==> config.mk <==
export PLATFORM = sky130hd
export DESIGN_NAME = minmax_stream_tracker
export DESIGN_NICKNAME = d
export VERILOG_FILES = /design/src/rtl/minmax_stream_tracker.sv
export SDC_FILE = /design/constraint.sdc
export NUM_CORES = 1
export LEC_CHECK = 0
export CORE_MARGIN = 4
export CORE_UTILIZATION = 50
export CTS_BUF_LIST = sky130_fd_sc_hd__clkbuf_8
export CTS_CLUSTER_DIAMETER = 150
export DETAILED_ROUTE_END_ITERATION = 10
export DONT_BUFFER_PORTS = 1
export GPL_TIMING_DRIVEN = 1
export PLACE_DENSITY_LB_ADDON = 0.1
export SYNTH_ARGS = -nofsm -noshare
export SYNTH_HDL_FRONTEND = slang
export SYNTH_SLANG_ARGS = --single-unit
==> constraint.sdc <==
create_clock -name clk -period 6.09 [get_ports clk]
set_clock_uncertainty 0.15 [all_clocks]
set_input_delay 0.9135 -clock clk [delete_from_list [all_inputs] [get_ports clk]]
set_output_delay 0.9135 -clock clk [all_outputs]
set_load 0.005 [all_outputs]
==> src/rtl/minmax_stream_tracker.sv <==
// minmax_stream_tracker
//   Framed valid/ready sample stream in, one {min, max, count} result per frame out.
//   Each accepted sample is compared against the held extremes using a full-precision
//   (WIDTH+1)-bit difference, so the compare never overflows.
//
//   Optional build macro: MINMAX_INDEX_EN
//     When defined, the zero-based position of the first occurrence of the min and max
//     is tracked and presented on out_min_idx / out_max_idx.
//
// Ports
//   clk, rst_n          clock (rising edge), asynchronous active-low reset
//   clear               synchronous frame abort; wins over every handshake that cycle
//   in_valid/in_ready   sample handshake; in_data sample, in_last marks end of frame
//   out_valid/out_ready result handshake
//   out_min, out_max    frame extremes (held after the result is consumed or cleared)
//   out_count           saturating samples-in-frame count
//   out_min_idx/out_max_idx   index of the extremes (MINMAX_INDEX_EN only)
module minmax_stream_tracker #(
    parameter int WIDTH  = 16,
    parameter int CNT_W  = 8,
    parameter int SIGNED = 1
) (
    input  logic             clk,
    input  logic             rst_n,
    input  logic             clear,
    input  logic             in_valid,
    output logic             in_ready,
    input  logic [WIDTH-1:0] in_data,
    input  logic             in_last,
    output logic             out_valid,
    input  logic             out_ready,
    output logic [WIDTH-1:0] out_min,
    output logic [WIDTH-1:0] out_max,
`ifdef MINMAX_INDEX_EN
    output logic [CNT_W-1:0] out_min_idx,
    output logic [CNT_W-1:0] out_max_idx,
`endif
    output logic [CNT_W-1:0] out_count
);

    localparam logic [1:0] S_IDLE  = 2'd0;
    localparam logic [1:0] S_ACCUM = 2'd1;
    localparam logic [1:0] S_HOLD  = 2'd2;

    logic [1:0]       state;
    logic [WIDTH-1:0] min_q, max_q;
    logic [CNT_W-1:0] cnt_q;
    logic [CNT_W-1:0] cnt_inc;
    logic             accept;
    logic             in_lt_min, in_gt_max;
    logic [WIDTH:0]   in_x, min_x, max_x, dmin, dmax;

    // Both handshake outputs decode the state register only, so neither depends on
    // in_* or out_ready combinationally.
    assign in_ready  = (state != S_HOLD);
    assign out_valid = (state == S_HOLD);
    assign accept    = in_valid & in_ready;

    assign out_min   = min_q;
    assign out_max   = max_q;
    assign out_count = cnt_q;

    // Saturating increment; while saturated the count doubles as the capped index.
    assign cnt_inc = (cnt_q == {CNT_W{1'b1}}) ? cnt_q : cnt_q + CNT_W'(1);

    // Extend by one bit (sign or zero) so the difference's top bit is the true sign.
    always_comb begin
        in_x  = (SIGNED != 0) ? {in_data[WIDTH-1], in_data} : {1'b0, in_data};
        min_x = (SIGNED != 0) ? {min_q[WIDTH-1], min_q}     : {1'b0, min_q};
        max_x = (SIGNED != 0) ? {max_q[WIDTH-1], max_q}     : {1'b0, max_q};
        dmin  = in_x - min_x;
        dmax  = in_x - max_x;
        // Strict compares: ties keep the earlier value and index.
        in_lt_min = dmin[WIDTH];
        in_gt_max = ~dmax[WIDTH] & (dmax != '0);
    end

`ifdef MINMAX_INDEX_EN
    logic [CNT_W-1:0] min_idx_q, max_idx_q;
    assign out_min_idx = min_idx_q;
    assign out_max_idx = max_idx_q;

    // The pre-increment count is the zero-based position of the incoming sample.
    always_ff @(posedge clk or negedge rst_n) begin
        if (!rst_n) begin
            min_idx_q <= '0;
            max_idx_q <= '0;
        end else if (clear) begin
            min_idx_q <= '0;
            max_idx_q <= '0;
        end else if (accept) begin
            if (state == S_IDLE) begin
                min_idx_q <= '0;
                max_idx_q <= '0;
            end else begin
                if (in_lt_min) min_idx_q <= cnt_q;
                if (in_gt_max) max_idx_q <= cnt_q;
            end
        end
    end
`endif

    always_ff @(posedge clk or negedge rst_n) begin
        if (!rst_n) begin
            state <= S_IDLE;
            min_q <= '0;
            max_q <= '0;
            cnt_q <= '0;
        end else if (clear) begin
            // Extremes are deliberately left alone; only the frame bookkeeping resets.
            state <= S_IDLE;
            cnt_q <= '0;
        end else begin
            case (state)
                S_IDLE: if (accept) begin
                    min_q <= in_data;
                    max_q <= in_data;
                    cnt_q <= CNT_W'(1);
                    state <= in_last ? S_HOLD : S_ACCUM;
                end
                S_ACCUM: if (accept) begin
                    if (in_lt_min) min_q <= in_data;
                    if (in_gt_max) max_q <= in_data;
                    cnt_q <= cnt_inc;
                    if (in_last) state <= S_HOLD;
                end
                S_HOLD: if (out_ready) state <= S_IDLE;
                default: state <= S_IDLE;
            endcase
        end
    end

endmodule

### Word level (Yosys, flattened, before mapping)

Index checks and enable logic that the tools add are counted.

| operators by class | value |
|---|---|
| $add $sub $neg | 3 |
| equality and inequality tests | 13 |
| mux-type cells | 19 |
| bitwise logic cells | 4 |
| reduce and logical (&&, ||, !) cells | 8 |

Operators with widths:

| operator | number |
|---|---|
| two-way mux 16 bit | 5 |
| case mux 16 bit (2 select lines) | 2 |
| subtractor 16 x 16 -> 17 bit | 2 |
| two-way mux 8 bit | 4 |
| nonzero test 17 bit | 1 |
| case mux 8 bit (2 select lines) | 1 |
| two-way mux 2 bit | 6 |
| inequality test 3 bit, second input constant | 4 |
| inequality test 2 bit, second input constant | 5 |
| AND reduction 5 bit | 2 |
| adder 8 x 1 -> 8 bit, second input constant | 1 |
| equality test 8 bit, second input constant | 1 |
| AND reduction 4 bit | 2 |
| case mux 2 bit (3 select lines) | 1 |
| inequality test 3 x 2 -> 1 bit, second input constant | 1 |
| nonzero test 3 bit | 1 |
| bitwise AND 1 bit | 2 |
| equality test 2 x 1 -> 1 bit, second input constant | 1 |
| equality test 2 bit, second input constant | 1 |
| logical NOT 2 bit | 1 |
| NOT 1 bit | 2 |
| nonzero test 2 bit | 1 |

| word-level totals | value |
|---|---|
| bits in registers | 42 |
| input bits | 22 |
| output and inout port bits | 42 |

### Longest topological paths before layout

| depth | value |
|---|---|
| depth in word-level cells | 6 |
| gate-level depth with buffers | 13 |
| mapped depth without buffers | 11 |

### Least setup slack after synthesis

No wires, ideal clock.

| timing path | value |
|---|---|
| kind | input -> register |
| start | input in_data[0] |
| end | register max_q[2], in the netlist out_max[2] |
| arrival | 3.286 ns |
| path slack | 2.528 ns |
| cell stages on the path | 12 |
| buffers on the path | 1 |
| cells stage by stage | inv_1 > ha_1 > fa_1 > nand2b_1 > a21oi_1 > xor2_1 > nor4_1 > o2111ai_1 > nor4_4 > buf_6 > nor3_1 > a311o_1 |

| between the ends | value |
|---|---|
| cells in the longest elaborated chain, start to end | 5 |

RTL lines:

| item | RTL line | source |
|---|---|---|
| from (decl) | 28 | `input logic [WIDTH-1:0] in_data,` |
| subtractor 16 x 16 -> 17 bit * | 72 | `dmax = in_x - max_x;` |
| nonzero test 17 bit or NOT 1 bit (tied branches) | 75 | `in_gt_max = ~dmax[WIDTH] & (dmax != '0);` |
| bitwise AND 1 bit * | 75 |  |
| inequality test 2 bit (no source line) * | n/a |  |
| AND reduction 5 bit (no source line) * | n/a |  |
| to (signal assigned) | 117 | `max_q <= in_data;` |
| to (signal assigned) | 123 | `if (in_gt_max) max_q <= in_data;` |
| to (decl) | 46 | `logic [WIDTH-1:0] min_q, max_q;` |

Mark *: on every way between the ends. The rest lies on a longest branch, timed or not.
A chain may end at the register's enable or synchronous reset.

### Final worst setup path

| timing path | value |
|---|---|
| start | input in_data[5] |
| end | register max_q[6], in the netlist out_max[6] |

Same word-level chain as after synthesis.

==> flow_metrics.env <==
export IMPL_viasPerCell=6.14
export IMPL_maxCapViolations=0
export IMPL_synthTopCellsByArea="dfrtp_1, ha_1, nand2_1, a311o_1, inv_1"
export IMPL_timing_fmax_mhz=260
export IMPL_cp_max_fo=28
export IMPL_die_x_um=93.0
export IMPL_drt_antenna_violating_nets=0
export IMPL_critPathArrivalTime_ns=3.88
export IMPL_clock_sinks=42
export IMPL_port_buffers=0
export IMPL_clock_latency_ns=0.29
export IMPL_pin_count=64
export IMPL_track_usage=0.205
export IMPL_cts_max_level=2
export IMPL_synth_fp_nets=481
export IMPL_synth_edf_count=0
export IMPL_reg2reg_depth=11
export IMPL_hold_path_class="input pin to asynchronous set/reset pin"
export IMPL_status="finished, final reports clean"
export IMPL_grt_pass1_vias=2910
export IMPL_setup_viol=0
export IMPL_worstPathCellList="ha_1, o21ai_1, a221o_1, a31oi_2, o21ai_1, xor2_2, buf_4, or3_1, o211ai_1, a311o_1"
export IMPL_period_share=0.631
export IMPL_crit_path_frequent_cell="o21ai_1"
export IMPL_period_needed_ns=3.84
export IMPL_critPathSlowestCell="xor2_2"
export IMPL_rows=30
export IMPL_synthesis_area_um2=3610
export IMPL_crit_family="compound AO/OA/AOI/OAI gates"
export IMPL_antenna_found_initial=0
export IMPL_timing_final_max_slew_violations=0
export IMPL_syn_to_final_growth_pct=4.47
export IMPL_core_region_area_um2=6910
export IMPL_p_leak_nw=1.67
export IMPL_wl_per_cell_um=16.8
export IMPL_endpoint_kind="flop"
export IMPL_synth_top_cell_area_share=0.291
export IMPL_cts_max_path_buffers=2
export IMPL_synth_compound_area_frac=0.236
export IMPL_synth_main_ff_cell="dfrtp_1"
export IMPL_grt_pass1_wl_mm=14.3
export IMPL_initial_core_util=0.523
export IMPL_regToRegEndpoint="out_max[6]$_DFFE_PN0P_"
export IMPL_hold_viol=0
export IMPL_place_ws_ns=1.97
export IMPL_fillers=671
export IMPL_postCtsSetupRepairBufs=0
export IMPL_drive_above_1_share=0.0622
export IMPL_slew_headroom=0.208
export IMPL_ys_types=57
export IMPL_cts_root_buf="clkbuf_8"
export IMPL_dpl_instance_area_um2=3680
export IMPL_hold_ws_ns=0.155
export IMPL_cts_buffers=5
export IMPL_cp_startpoint="in_data[5]"
export IMPL_fin_tns_setup_ns=0
export IMPL_rsz0062_at_grt="no"
export IMPL_grt_max_degree=48
export IMPL_max_vdd_ir_drop_mv=0.182
export IMPL_wl_mm=8.63
export IMPL_n_antenna_cell=0
export IMPL_synthMuxAreaShare=0.0579
export IMPL_worst_pin_slew_ns=1.19
export IMPL_nNetsFinal=472
export IMPL_synth_xor_area_frac=0.0170
export IMPL_place_congestion=0.823
export IMPL_drc=0
export IMPL_path_class="input pin to flop"
export IMPL_ys_async_sr_fraction=1.00
export IMPL_synth_most_common_cell="nand2_1"
export IMPL_r2r_slack_ns=2.32
export IMPL_startpoint_type="input pin"
export IMPL_power_density_nw_per_um2=426
export IMPL_cp_slowest_stage_delay_ns=0.93
export IMPL_synth_seq_cells=42
export IMPL_grt_overflow=0
export IMPL_final_area_um2=3770
export IMPL_yosysWarnings=0
export IMPL_synth_top_family_by_area="compound AO/OA/AOI/OAI gates"
export IMPL_clk_pin_slew_ns=0.08
export IMPL_cts_hold_buf=0
export IMPL_dieHeight_um=93.0
export IMPL_yosys_area_top_type="dfrtp_1"
export IMPL_r2r_start="out_max[5]$_DFFE_PN0P_"
export IMPL_path_buf_inv=1
export IMPL_dr_total_vias=3156
export IMPL_cts_tree="built"
export IMPL_firstDrtPassIters=4
export IMPL_required_ns=6.12
export IMPL_synth_fa_ha_area_frac=0.116
export IMPL_post_cts_resized=0
export IMPL_design_die_area_um2=8650
export IMPL_synth_avg_cell_area_um2=8.48
export IMPL_yosys_area_share_simple=0.212
export IMPL_worstSetupEndpoint="out_max[6]$_DFFE_PN0P_"
export IMPL_synthTopCellsByCount="nand2_1, dfrtp_1, inv_1"
export IMPL_synthCells=426
export IMPL_worst_slack_ns=2.25
export IMPL_cp_depth=10
export IMPL_ys_seq_area_frac=0.291
export IMPL_hpwlAfterDp_mm=6.63
export IMPL_drt_iter0_drc=154
[state kept, by name, indices dropped and copies added (netlist names)]
register / count
out_count: 8
out_max: 16
out_min: 16
state: 2
[worst register-to-register path, delay by kind of cell, from the launching register on]
family          cells  cell delay, ns
fa+ha+maj           1            0.45
compound gates      6            1.22
buf+inv             2            0.38
flops               1            0.44
simple gates        1            0.11
xor+xnor            1            0.93
[where the power goes]
| part | switching, W | internal [W] |
|---|---|---|
| registers | 0.000108 | 0.000362 |
| logic | 0.000558 | 0.000394 |
| clock network | 0.0000951 | 0.0000898 |
| total | 0.000761 | 0.000846 |
[cell type report]
| type | count | area [um2] | share of cell area |
|---|---|---|---|
| clock inverter | 2 | 8.76 | 0.00232 |
| sequential | 42 | 1050 | 0.279 |
| multi-input combinational | 326 | 2340 | 0.620 |
| inverter | 38 | 143 | 0.0378 |
| timing repair buffer | 4 | 30.0 | 0.00796 |
| tap | 96 | 120 | 0.0318 |
| clock buffer | 6 | 82.6 | 0.0219 |
[metrics by stage]
step / utilization / power (W) / cells
floorplan: - / 0.00121 / 426
global placement: 0.533 / 0.00141 / 506
detailed placement: 0.533 / 0.00142 / 506
CTS: 0.546 / 0.00161 / 514
global route: 0.546 / 0.00176 / 514
finish: 0.546 / 0.00161 / 514
[metal layers]
metal	wire length (um)	vias up	GRT usage
met5	0	-	0
met4	99	0	0.0586
met3	535	8	0.0426
met2	3800	78	0.307
met1	4190	1511	0.299
li1	-	1559	-
[worst min path at each step]
stage / cells past startpoint / endpoint / startpoint / slack [ns]
finish: 0 / out_max[1]$_DFFE_PN0P_ / rst_n / 0.15
CTS: 0 / out_max[15]$_DFFE_PN0P_ / rst_n / 0.14
global placement: 1 / out_min[3]$_DFFE_PN0P_ / out_min[3]$_DFFE_PN0P_ / 0.38
global route: 0 / out_max[15]$_DFFE_PN0P_ / rst_n / 0.13
detailed placement: 1 / out_min[2]$_DFFE_PN0P_ / out_min[2]$_DFFE_PN0P_ / 0.38
floorplan: 1 / out_count[4]$_DFFE_PN0P_ / out_count[4]$_DFFE_PN0P_ / 0.34
[logic make-up after synthesis]
kind of cell / count (synthesis)
AND/OR/NAND/NOR: 155
AO/OA/AOI/OAI: 112
buffers and inverters: 58
flip-flops: 42
adder cells (fa/ha/maj): 33
multiplexers: 19
XOR/XNOR: 7
[layout by cell type, fill, tap and decap left out, types with 5 or more instances in the layout]
cell,count
a21o_1,10
a21oi_1,14
a311o_1,15
and3_1,5
clkbuf_8,6
dfrtp_1,42
ha_1,32
inv_1,39
mux2_1,11
nand2_1,52
nand2b_1,9
nand3_1,7
nor2_1,22
nor3_1,26
o211ai_1,17
o21ai_0,15
or3_1,15
Note: power is estimated with default switching activity, not from simulation.
